### src/rtl/ram_arb_pkg.sv
// Shared types and constants for the CPU / front-panel RAM arbiter.
package ram_arb_pkg;

   localparam int unsigned ADDR_W            = 8;
   localparam int unsigned DATA_W            = 8;
   localparam int unsigned CNT_W             = 4;
   localparam int unsigned ACCESS_CYCLES_DEF = 2;

   localparam logic REQ_CPU = 1'b0;
   localparam logic REQ_LD  = 1'b1;

   typedef enum logic [1:0] {
      IDLE   = 2'd0,
      SETUP  = 2'd1,
      STROBE = 2'd2,
      DONE   = 2'd3
   } state_e;

   typedef struct packed {
      logic              we;
      logic [ADDR_W-1:0] addr;
      logic [DATA_W-1:0] wdata;
   } ram_req_t;

endpackage

### src/rtl/ram_arbiter_pick.sv
// Grant decision for the RAM arbiter. ARB_RR_EN selects round-robin on a tie;
// otherwise the loader has fixed priority over the CPU.
module arb_pick
   import ram_arb_pkg::*;
(
   input  logic cpu_req,
   input  logic ld_req,
   input  logic last_gnt,
   output logic winner_c
);

`ifdef ARB_RR_EN
   always_comb begin
      winner_c = REQ_CPU;
      if (cpu_req && ld_req) winner_c = ~last_gnt;
      else if (ld_req)       winner_c = REQ_LD;
   end
`else
   logic unused_last_gnt;
   assign unused_last_gnt = last_gnt ^ cpu_req;

   always_comb begin
      winner_c = REQ_CPU;
      if (ld_req) winner_c = REQ_LD;
   end
`endif

endmodule

### src/rtl/ram_arbiter.sv
// Two-requester RAM arbiter with a SETUP / STROBE / DONE access sequence.
// Optional macro ARB_RR_EN enables round-robin tie resolution.
module ram_arbiter
   import ram_arb_pkg::*;
#(
   parameter int unsigned ACCESS_CYCLES = ACCESS_CYCLES_DEF
) (
   input  logic              clk,
   input  logic              rst,
   input  logic              cpu_req,
   input  logic              cpu_we,
   input  logic [ADDR_W-1:0] cpu_addr,
   input  logic [DATA_W-1:0] cpu_wdata,
   output logic              cpu_ack,
   output logic [DATA_W-1:0] cpu_rdata,
   input  logic              ld_req,
   input  logic              ld_we,
   input  logic [ADDR_W-1:0] ld_addr,
   input  logic [DATA_W-1:0] ld_wdata,
   output logic              ld_ack,
   output logic [DATA_W-1:0] ld_rdata,
   output logic [ADDR_W-1:0] ram_addr,
   output logic [DATA_W-1:0] ram_dout,
   output logic              ram_oe,
   input  logic [DATA_W-1:0] ram_din,
   output logic              ram_w,
   output logic              ram_r,
   output logic              busy,
   output logic              gnt
);

   state_e            state_q, state_d;
   logic [CNT_W-1:0]  cnt_q, cnt_d;
   logic              we_q, we_d;
   logic              last_gnt_q, last_gnt_d;
   logic              gnt_q, gnt_d;
   logic              busy_q, busy_d;
   logic [ADDR_W-1:0] ram_addr_q, ram_addr_d;
   logic [DATA_W-1:0] ram_dout_q, ram_dout_d;
   logic              ram_oe_q, ram_oe_d;
   logic              ram_w_q, ram_w_d;
   logic              ram_r_q, ram_r_d;
   logic              cpu_ack_q, cpu_ack_d;
   logic              ld_ack_q, ld_ack_d;
   logic [DATA_W-1:0] cpu_rdata_q, cpu_rdata_d;
   logic [DATA_W-1:0] ld_rdata_q, ld_rdata_d;

   logic     winner_c;
   ram_req_t sel_c;

   arb_pick u_pick (
      .cpu_req  (cpu_req),
      .ld_req   (ld_req),
      .last_gnt (last_gnt_q),
      .winner_c (winner_c)
   );

   always_comb begin
      state_d     = state_q;
      cnt_d       = cnt_q;
      we_d        = we_q;
      last_gnt_d  = last_gnt_q;
      gnt_d       = gnt_q;
      ram_addr_d  = ram_addr_q;
      ram_dout_d  = ram_dout_q;
      ram_oe_d    = ram_oe_q;
      ram_w_d     = ram_w_q;
      ram_r_d     = ram_r_q;
      cpu_ack_d   = 1'b0;
      ld_ack_d    = 1'b0;
      cpu_rdata_d = cpu_rdata_q;
      ld_rdata_d  = ld_rdata_q;
      sel_c       = (winner_c == REQ_LD) ? ram_req_t'{ld_we, ld_addr, ld_wdata}
                                         : ram_req_t'{cpu_we, cpu_addr, cpu_wdata};

      case (state_q)
         IDLE: begin
            if (cpu_req || ld_req) begin
               gnt_d      = winner_c;
               last_gnt_d = winner_c;
               we_d       = sel_c.we;
               ram_addr_d = sel_c.addr;
               ram_dout_d = sel_c.wdata;
               ram_oe_d   = sel_c.we;
               state_d    = SETUP;
            end
         end
         SETUP: begin
            ram_w_d = ~we_q;
            ram_r_d = we_q;
            cnt_d   = CNT_W'(ACCESS_CYCLES - 1);
            state_d = STROBE;
         end
         STROBE: begin
            if (cnt_q == '0) begin
               // Last strobe cycle: sample read data, raise strobes, ack the owner.
               ram_w_d = 1'b1;
               ram_r_d = 1'b1;
               if (!we_q) begin
                  if (gnt_q == REQ_LD) ld_rdata_d  = ram_din;
                  else                 cpu_rdata_d = ram_din;
               end
               if (gnt_q == REQ_LD) ld_ack_d  = 1'b1;
               else                 cpu_ack_d = 1'b1;
               state_d = DONE;
            end else begin
               cnt_d = CNT_W'(cnt_q - 1'b1);
            end
         end
         DONE: begin
            ram_oe_d = 1'b0;
            state_d  = IDLE;
         end
         default: state_d = IDLE;
      endcase

      busy_d = (state_d != IDLE);
   end

   always_ff @(posedge clk) begin
      if (rst) begin
         state_q     <= IDLE;
         cnt_q       <= '0;
         we_q        <= 1'b0;
         last_gnt_q  <= REQ_CPU;
         gnt_q       <= 1'b0;
         busy_q      <= 1'b0;
         ram_addr_q  <= '0;
         ram_dout_q  <= '0;
         ram_oe_q    <= 1'b0;
         ram_w_q     <= 1'b1;
         ram_r_q     <= 1'b1;
         cpu_ack_q   <= 1'b0;
         ld_ack_q    <= 1'b0;
         cpu_rdata_q <= '0;
         ld_rdata_q  <= '0;
      end else begin
         state_q     <= state_d;
         cnt_q       <= cnt_d;
         we_q        <= we_d;
         last_gnt_q  <= last_gnt_d;
         gnt_q       <= gnt_d;
         busy_q      <= busy_d;
         ram_addr_q  <= ram_addr_d;
         ram_dout_q  <= ram_dout_d;
         ram_oe_q    <= ram_oe_d;
         ram_w_q     <= ram_w_d;
         ram_r_q     <= ram_r_d;
         cpu_ack_q   <= cpu_ack_d;
         ld_ack_q    <= ld_ack_d;
         cpu_rdata_q <= cpu_rdata_d;
         ld_rdata_q  <= ld_rdata_d;
      end
   end

   assign cpu_ack   = cpu_ack_q;
   assign ld_ack    = ld_ack_q;
   assign cpu_rdata = cpu_rdata_q;
   assign ld_rdata  = ld_rdata_q;
   assign ram_addr  = ram_addr_q;
   assign ram_dout  = ram_dout_q;
   assign ram_oe    = ram_oe_q;
   assign ram_w     = ram_w_q;
   assign ram_r     = ram_r_q;
   assign busy      = busy_q;
   assign gnt       = gnt_q;

endmodule
### config.mk
export PLATFORM = sky130hd
export DESIGN_NAME = ram_arbiter
export DESIGN_NICKNAME = d
export VERILOG_FILES = /design/src/rtl/ram_arb_pkg.sv /design/src/rtl/ram_arbiter_pick.sv /design/src/rtl/ram_arbiter.sv
export SDC_FILE = /design/constraint.sdc
export NUM_CORES = 1
export LEC_CHECK = 0
export ABC_CLOCK_PERIOD_IN_PS = 1700
export BUFFER_PORTS_ARGS = -buffer_cell sky130_fd_sc_hd__buf_4
export CAP_MARGIN = 20
export CORE_MARGIN = 2
export CORE_UTILIZATION = 25
export CTS_BUF_LIST = sky130_fd_sc_hd__clkbuf_8
export DETAILED_ROUTE_END_ITERATION = 8
export SETUP_SLACK_MARGIN = 0.1
export SYNTH_ARGS = -nofsm -noshare
export SYNTH_HDL_FRONTEND = slang
export SYNTH_HIERARCHICAL = 1
export SYNTH_SLANG_ARGS = --single-unit
### constraint.sdc
create_clock -name clk -period 1.7 [get_ports clk]
set_input_delay 0.17 -clock clk [delete_from_list [all_inputs] [get_ports clk]]
set_output_delay 0.17 -clock clk [all_outputs]
set_load 0.005 [all_outputs]
==> flow_metrics.env <==
export IMPL_ios=85
export IMPL_synth_warnings=6
export IMPL_synth_top_area_share_pct=44.4
export IMPL_cts_tree="yes"
export IMPL_ys_ff_latch=46
export IMPL_die_h_um=95.1
export IMPL_hold_class="in2reg"
export IMPL_synth_area_leaders="dfxtp_1 44%, mux2i_1 16%, nand2b_1 8.1%"
export IMPL_p_total_w=0.00391
export IMPL_r2r_cells=5
export IMPL_vias=1741
export IMPL_nFillCells=851
export IMPL_hp_start="ram_din[4]"
export IMPL_clk_insertion_delay_late_ps=290
export IMPL_setup_worst_path_start="state_q[0]$_SDFF_PP0_"
export IMPL_hold_viol=0
export IMPL_grt_use_total_pct=10.3
export IMPL_htree_levels=2
export IMPL_r2r_start="state_q[0]$_SDFF_PP0_"
export IMPL_path_max_fanout=5
export IMPL_die_area_um2=9040
export IMPL_final_common_cell="buf_4"
export IMPL_antenna_cells=0
export IMPL_status="completed"
export IMPL_final_antenna_net_count=0
export IMPL_final_core_util_pct=37.1
export IMPL_cts_made_buffers=5
export IMPL_drv_cap=0
export IMPL_grt_setup_unrepaired="true"
export IMPL_firstDrtPassIters=4
export IMPL_synth_fp_nets=262
export IMPL_min_period_ps=1560
export IMPL_syn_area_per_cell_um2=9.87
export IMPL_grt_overflow_total=0
export IMPL_root_buffer="clkbuf_8"
export IMPL_place_gp_congestion=0.732
export IMPL_drive_gt1_share_pct=40.8
export IMPL_tns_ps=0
export IMPL_seq_area_frac_synth_pct=44.4
export IMPL_grt_pass1_wl_mm=7.45
export IMPL_synth_async_reset_ratio_pct=0
export IMPL_clkSinkCount=46
export IMPL_power_density_nw_per_um2=1300
export IMPL_hold_ws_ps=174
export IMPL_arrival_ps=1780
export IMPL_finClkSkew_ps=5.35
export IMPL_crit_path_end_kind="flop"
export IMPL_hold_end="ld_rdata[4]$_SDFFE_PP0P_"
export IMPL_slew_headroom_pct=67.5
export IMPL_hold_path_depth=3
export IMPL_ff2ff_setup_slack_ps=140
export IMPL_finalSetupViolCount=0
export IMPL_area_delta_synth_final_pct=45.4
export IMPL_fin_crit_sh_pct=91.7
export IMPL_cp_start_kind="flop"
export IMPL_synth_area_um2=2070
export IMPL_vdd_drop_max_mv=0.480
export IMPL_start_util_pct=25.5
export IMPL_wl_per_cell_um=11.6
export IMPL_max_clock_path_buffers=2
export IMPL_die_x_um=95.1
export IMPL_clk_pin_slew_ps=80
export IMPL_synth_flop_cell="dfxtp_1"
export IMPL_grt_max_degree=54
export IMPL_row_count=33
export IMPL_yosysUniqueCellTypes=32
export IMPL_post_cts_setup_buffers=0
export IMPL_dpl_hpwl_mm=3.40
export IMPL_drt_iter0_markers=46
export IMPL_worst_ep_required_time_ps=1920
export IMPL_timing_fmax_mhz=642
export IMPL_viasPerCell=4.31
export IMPL_final_cell_mix="92 x buf_4, 43 x dfxtp_1, 34 x mux2i_1, 27 x nand2b_1, 24 x nor2_1"
export IMPL_wl_mm=4.68
export IMPL_port_buffers=84
export IMPL_synth_edf_count=0
export IMPL_worstReg2RegEnd="cnt_q[3]$_SDFFE_PP0P_"
export IMPL_drc=0
export IMPL_fin_nets=350
export IMPL_design_core_area_um2=8130
export IMPL_antenna_found_initial=0
export IMPL_leakagePower_nw=1.36
export IMPL_drv_slew=0
export IMPL_critPathKind="reg2reg"
export IMPL_synthCells=210
export IMPL_yosys_area_top_type="dfxtp_1"
export IMPL_worst_pin_slew_ps=487
export IMPL_grt_pass1_vias=1646
-- layout make-up --
class / instances / area [um^2] / area share [%]
multi-input cells: 145 / 1110 / 36.9
repair buffers: 95 / 733 / 24.3
clock inverters: 2 / 8.76 / 0.290
clock buffers: 6 / 82.6 / 2.74
inverters: 5 / 21.3 / 0.705
flip-flops and latches: 46 / 925 / 30.7
well taps: 105 / 131 / 4.36
-- stage by stage --
stage	worst slack (ps)	area (um^2)	instances
3_5_place_dp	95.5	2860	396
5_1_grt	79.4	3020	404
4_1_cts	100	2960	404
6_report	142	3020	404
2_1_floorplan	143	2070	210
3_3_place_gp	144	2860	396
-- worst max-delay path: stages (launching register included) --
cell and delay [ps]:
dfxtp_2 340, inv_4 70, ha_4 140, or4b_4 460, or3_4 370, a21oi_2 110
-- worst max path at each step --
stage                               end  slack, ps  depth (start not counted)
2_1_floorplan     cnt_q[3]$_SDFFE_PP0P_        140                          5
3_3_place_gp      cnt_q[3]$_SDFFE_PP0P_        140                          5
3_5_place_dp   ld_rdata[7]$_SDFFE_PP0P_        100                          6
4_1_cts           cnt_q[3]$_SDFFE_PP0P_        100                          5
5_1_grt           cnt_q[3]$_SDFFE_PP0P_         80                          5
6_report          cnt_q[3]$_SDFFE_PP0P_        140                          5
-- report_power, final --
part           internal (W)  switching, W
registers           0.00136      0.000166
clock network      0.000323      0.000349
logic              0.000947      0.000763
total               0.00263       0.00128
-- layer usage --
| layer | vias to the layer above | global-route usage [%] | wire, um |
|---|---|---|---|
| met3 | 2 | 3.48 | 352 |
| met4 | 0 | 2.90 | 17 |
| met1 | 766 | 12.8 | 2110 |
| met2 | 57 | 17.1 | 2210 |
| li1 | 916 | - | - |
| met5 | - | 0 | 0 |
-- cell families after synthesis --
family | synth area share (%)
AOI/OAI and AO/OA | 10.5
adders and majority gates | 3.62
buffers and inverters | 4.28
DFF | 44.4
muxes | 16.4
and+or+nand+nor | 20.8
-- registers in the layout, indices dropped and copies added, names as in the netlist --
name and cells:
cpu_rdata 8, ld_rdata 8, ram_addr 8, ram_dout 8, cnt_q 4, state_q 2
busy 1, cpu_ack 1, gnt 1, ld_ack 1, ram_oe 1, ram_r 1
ram_w 1, we_q 1
-- synth_stat cells, drive strengths merged, types with 2 or more instances --
cell type / count
a211oi: 17
a21oi: 6
buf: 8
clkbuf: 6
dfxtp: 46
ha: 6
inv: 5
mux2i: 34
nand2: 2
nand2b: 27
nand3: 2
nand3b: 2
nor2: 24
nor2b: 3
nor3: 2
o21a: 2
o21ai: 5
or3b: 3
or4b: 2
-- what timing repair did --
item                       in CTS  in global routing
hold buffers                    0                  0
pin swaps                       0                  4
gates resized for setup         2                 17
setup endpoints to repair       9                 37
(Power assumes the default switching activity.)
